`config.mk`:
```
export PLATFORM = sky130hd
export DESIGN_NAME = rx_gate_packer
export DESIGN_NICKNAME = d
export VERILOG_FILES = /design/src/rtl/rx_gate_packer.sv
export SDC_FILE = /design/constraint.sdc
export NUM_CORES = 1
export LEC_CHECK = 0
export CAP_MARGIN = 20
export CORE_ASPECT_RATIO = 0.75
export CORE_MARGIN = 2
export CORE_UTILIZATION = 25
export CTS_BUF_LIST = sky130_fd_sc_hd__clkbuf_4 sky130_fd_sc_hd__clkbuf_8
export DETAILED_ROUTE_END_ITERATION = 6
export PLACE_DENSITY = 0.4
export SKIP_CTS_REPAIR_TIMING = 1
export SYNTH_ARGS = -nofsm -noshare
export SYNTH_HDL_FRONTEND = slang
export SYNTH_SLANG_ARGS = --single-unit
```
`constraint.sdc`:
```
create_clock -name clock -period 10.4 [get_ports clock]
set_input_delay 1.56 -clock clock [delete_from_list [all_inputs] [get_ports clock]]
set_output_delay 1.56 -clock clock [all_outputs]
set_load 0.01 [all_outputs]
```
`src/rtl/rx_gate_packer.sv`:
```
// rx_gate_packer
//   Packs decimated I/Q pairs into a 16-bit show-ahead FIFO while the radar
//   gate window is open. Each window starts with a HEADER word, then every
//   accepted strobe contributes I followed by Q on consecutive cycles.
//
// Ports:
//   clock, reset         master clock, asynchronous active-low reset
//   enable               allows a new gate window to open
//   gate_enable          radar gate window
//   strobe_in, i_in, q_in  sample-valid strobe and the I/Q pair
//   clear_status         synchronous clear of the sticky flags
//   rd_en                pop request from the reader
//   rd_data              head-of-FIFO word (0 when empty)
//   empty, full, used    FIFO occupancy
//   overrun              sticky: a write was dropped because the FIFO was full
//   strobe_err           sticky: a strobe arrived while Q was being written
//   sample_count         pairs captured in the current or last window

module rx_gate_packer #(
    parameter int unsigned DEPTH_LOG2 = 4,
    parameter logic [15:0] HEADER     = 16'hA5A5
) (
    input  logic                  clock,
    input  logic                  reset,
    input  logic                  enable,
    input  logic                  gate_enable,
    input  logic                  strobe_in,
    input  logic [15:0]           i_in,
    input  logic [15:0]           q_in,
    input  logic                  clear_status,
    input  logic                  rd_en,
    output logic [15:0]           rd_data,
    output logic                  empty,
    output logic                  full,
    output logic [DEPTH_LOG2:0]   used,
    output logic                  overrun,
    output logic                  strobe_err,
    output logic [15:0]           sample_count
);

    localparam int unsigned DEPTH = 1 << DEPTH_LOG2;
    localparam logic [DEPTH_LOG2:0] DEPTH_W = (DEPTH_LOG2 + 1)'(DEPTH);

    typedef enum logic [1:0] {IDLE, ARMED, WR_I, WR_Q} state_t;

    state_t      state;
    logic [15:0] i_lat;
    logic [15:0] q_lat;
    logic [15:0] count_inc;

    logic        wr_en;
    logic [15:0] wr_data;

    logic [15:0]           mem [DEPTH];
    logic [DEPTH_LOG2-1:0] wr_ptr;
    logic [DEPTH_LOG2-1:0] rd_ptr;
    logic                  do_write;
    logic                  do_read;

    // Saturating increment of the per-window pair count.
    assign count_inc = (sample_count == 16'hFFFF) ? sample_count : sample_count + 16'd1;

    // FIFO write request: the word each state contributes this cycle.
    always_comb begin
        wr_en   = 1'b0;
        wr_data = '0;
        unique case (state)
            IDLE: begin
                if (gate_enable && enable) begin
                    wr_en   = 1'b1;
                    wr_data = HEADER;
                end
            end
            ARMED: begin
                if (gate_enable && strobe_in) begin
                    wr_en   = 1'b1;
                    wr_data = i_in;
                end
            end
            WR_I: begin
                wr_en   = 1'b1;
                wr_data = i_lat;
            end
            WR_Q: begin
                wr_en   = 1'b1;
                wr_data = q_lat;
            end
            default: ;
        endcase
    end

    // Gate FSM with the pair latches, pair counter and collision flag.
    always_ff @(posedge clock or negedge reset) begin
        if (!reset) begin
            state        <= IDLE;
            i_lat        <= '0;
            q_lat        <= '0;
            sample_count <= '0;
            strobe_err   <= 1'b0;
        end else begin
            unique case (state)
                IDLE: begin
                    if (gate_enable && enable) begin
                        sample_count <= '0;
                        if (strobe_in) begin
                            // Header occupies this cycle, so the pair is replayed from latches.
                            i_lat <= i_in;
                            q_lat <= q_in;
                            state <= WR_I;
                        end else begin
                            state <= ARMED;
                        end
                    end
                end
                ARMED: begin
                    if (!gate_enable) begin
                        state <= IDLE;
                    end else if (strobe_in) begin
                        q_lat        <= q_in;
                        sample_count <= count_inc;
                        state        <= WR_Q;
                    end
                end
                WR_I: begin
                    sample_count <= count_inc;
                    state        <= WR_Q;
                end
                WR_Q: begin
                    state <= gate_enable ? ARMED : IDLE;
                end
                default: state <= IDLE;
            endcase

            // Set beats clear when both happen in the same cycle.
            if (state == WR_Q && strobe_in) begin
                strobe_err <= 1'b1;
            end else if (clear_status) begin
                strobe_err <= 1'b0;
            end
        end
    end

    // A pop frees a slot in the same cycle, so a full FIFO still accepts a write.
    assign do_read  = rd_en && !empty;
    assign do_write = wr_en && (!full || rd_en);

    always_ff @(posedge clock) begin
        if (do_write) begin
            mem[wr_ptr] <= wr_data;
        end
    end

    always_ff @(posedge clock or negedge reset) begin
        if (!reset) begin
            wr_ptr  <= '0;
            rd_ptr  <= '0;
            used    <= '0;
            overrun <= 1'b0;
        end else begin
            if (do_write) begin
                wr_ptr <= wr_ptr + DEPTH_LOG2'(1);
            end
            if (do_read) begin
                rd_ptr <= rd_ptr + DEPTH_LOG2'(1);
            end
            unique case ({do_write, do_read})
                2'b10:   used <= used + (DEPTH_LOG2 + 1)'(1);
                2'b01:   used <= used - (DEPTH_LOG2 + 1)'(1);
                default: ;
            endcase

            if (wr_en && full && !rd_en) begin
                overrun <= 1'b1;
            end else if (clear_status) begin
                overrun <= 1'b0;
            end
        end
    end

    assign empty   = (used == '0);
    assign full    = (used == DEPTH_W);
    assign rd_data = empty ? '0 : mem[rd_ptr];

endmodule

```
==> results.cfg <==
[sta]
period_share_pct = 51.53
rsz0062_at_grt = no
finalHoldViolCount = 0
skew_ns = 0.05795
slew_viol_final = 0
setup-tns-final_ns = 0
setup_viol = 0
finalWorstPathRequiredPeriod_ns = 5.359
tightest_slew_ns = 1.055
fmax_mhz = 186.6
slew_headroom_pct = 29.58

[logic_synthesis]
synth_common_cells = 256 x edfxtp_1, 65 x dfrtp_1, 64 x mux4_2
async_flop_share_pct = 20.25
synth_cells = 748
synth_cell_types = 51
syn_avg_cell_area_um2 = 17.66
synth_nets = 801
synth_warnings = 0
yosys.area.top_type = edfxtp_1
synth_area_mm2 = 0.01321
synth_area_leaders = edfxtp_1 58%, dfrtp_1 12%, mux4_2 11%
synth_ff_type = edfxtp_1
synth.most_common_cell = edfxtp_1
yosysTopAreaCellShare_pct = 58.20
ys_ff_latch = 321
synth_edf_count = 256
ys_seq_area_share_pct = 70.51

[status]
status = finished, final reports clean

[power]
total_power_mw = 4.910
power.leakage_nw = 5.476
powerDensity_mw_per_mm2 = 306.7
vdd_drop_max_uv = 129.1

[setup_path]
cpPeakStageDelay_ns = 0.84
crit_type = flop to output pin
critical_path.cell_chain = buf_4, mux4_2, mux2i_1, o22ai_1, clkdlybuf4s50_1
cp.required_ns = 8.84
critPathSlowestCell = dfrtp_4
worstPathMaxFanout = 37
rrSetupSlack_ns = 6.75
cp-end-kind = output pin
critPathLaunchType = flop
crit_arrival_ns = 3.80

[route]
wire_per_inst_um = 19.85
via_per_inst = 4.438
drc = 0
drt_iter0_drc = 401
wirelength_um = 31920
first_pass_iters = 4
vias = 7136
ant_nets = 0

[global_routing]
grt_pass1_wl_um = 49020
grt_max_degree = 64
overflow = 0
grt_pass1_vias = 7622
antenna_found_initial = 0
grt_usage_pct = 11.81

[finish]
num_antenna_cells = 0
fillerInstances = 5128
layout-drive-gt1-share_pct = 26.08
area_growth_pct = 21.18
nets = 917
final_area_mm2 = 0.01601

[place]
place.port_buffers = 79
dp_hpwl_um = 19710
postPlaceCellArea_mm2 = 0.01493
place_congestion = 0.7143

[min_path]
hold_path_class = flop to flop

[clock_tree]
cts_root_buf = clkbuf_8
numClockSinks = 321
h-tree-depth = 2
cts_buffers = 51
clockBufferDepth = 3
clk_pin_slew_ns = 0.06
clkLatencyLatePin_ns = 0.62
cts_tree = done

[floorplanning]
io_pins = 80
die_w_um = 269.4
die_y_um = 203.1
initial_utilization_pct = 25.46
dieArea_mm2 = 0.05471
rows = 72
core_mm2 = 0.05189

[flow_run]
cap_violations = 0
[path summary, 6_finish.rpt]
kind	cells past startpoint	to	from
max in group asynchronous	2	rd_ptr[0]	reset
hold reg to reg	1	i_lat[13]	i_lat[13]
setup reg to reg	13	used[4]	state[1]
hold / removal	1	i_lat[13]	i_lat[13]
min in group asynchronous	1	q_lat[11]	reset
setup / recovery	5	rd_data[6]	rd_ptr[0]
[cell type report]
cell class | count | area, um^2 | area share, %
clock inverter | 14 | 76.32 | 0.4768
inverter | 17 | 63.81 | 0.3987
sequential | 321 | 9320 | 58.23
tap | 703 | 879.6 | 5.495
clock buffer | 80 | 938.4 | 5.863
multi-input combinational | 365 | 3686 | 23.03
timing repair buffer | 108 | 1042 | 6.511
[where the power goes]
| group | switching [mW] | internal (mW) | total, mW |
|---|---|---|---|
| Sequential | 0.163 | 1.85 | 2.01 |
| Clock | 0.505 | 0.574 | 1.08 |
| Combinational | 1.03 | 0.792 | 1.82 |
| Total | 1.69 | 3.22 | 4.91 |
[layer usage]
| metal | routed length, um | share of wire [%] | vias up | track usage (%) |
|---|---|---|---|---|
| li1 | - | - | 3234 | - |
| met1 | 15560 | 49 | 3708 | 17.05 |
| met2 | 14370 | 45 | 140 | 17.93 |
| met3 | 1318 | 4.1 | 54 | 2.484 |
| met4 | 675 | 2.1 | 0 | 3.313 |
| met5 | 0 | 0 | - | 0 |
[kinds of logic (layout without fill, tap and decap cells)]
group | Yosys count | after routing | synth area share [%]
compound gates | 95 | 95 | 4.841
xor+xnor | 12 | 12 | 0.7957
fa+ha+maj | 14 | 14 | 1.326
buf+inv | 62 | 219 | 2.008
flops | 321 | 321 | 70.51
mux | 133 | 133 | 16.47
simple gates | 111 | 111 | 4.045
[sequential cells by signal, indices dropped and copies added, names as in the netlist]
name	cells
sample_count	16
rd_ptr	4
mem	256
used	5
overrun	1
state	2
wr_ptr	4
i_lat	16
strobe_err	1
q_lat	16
[critical path: cells and delay by family (launching register included)]
family | cells | cell delay [ns]
AO/OA/AOI/OAI | 1 | 0.20
buffers and inverters | 2 | 1.31
flip-flops | 1 | 0.84
multiplexers | 2 | 0.81
[stage by stage]
| step | util [%] | hold WS [ns] | worst slack (ns) | std cells |
|---|---|---|---|---|
| 2_1_floorplan | - | 0.4796 | 6.140 | 748 |
| 3_3_place_gp | 28.73 | 0.4870 | 5.263 | 1508 |
| 3_5_place_dp | 28.77 | 0.4934 | 5.314 | 1510 |
| 4_1_cts | 30.73 | 0.5078 | 4.822 | 1604 |
| 5_1_grt | 30.85 | 0.5159 | 4.722 | 1608 |
| 6_report | 30.85 | 0.5043 | 5.041 | 1608 |
[layout by cell type, fill, tap and decap left out, types with 20 or more instances in the layout]
master | Yosys | routed
edfxtp_1 | 256 | 256
dfrtp_1 | 65 | 62
clkbuf_8 | 0 | 54
clkbuf_4 | 0 | 26
mux4_2 | 64 | 64
buf_4 | 4 | 25
mux2_2 | 34 | 34
mux2i_1 | 34 | 34
clkdlybuf4s50_1 | 0 | 78
nand2_1 | 32 | 32
a21oi_1 | 21 | 20
No activity file was read; power rests on OpenSTA's default activity.
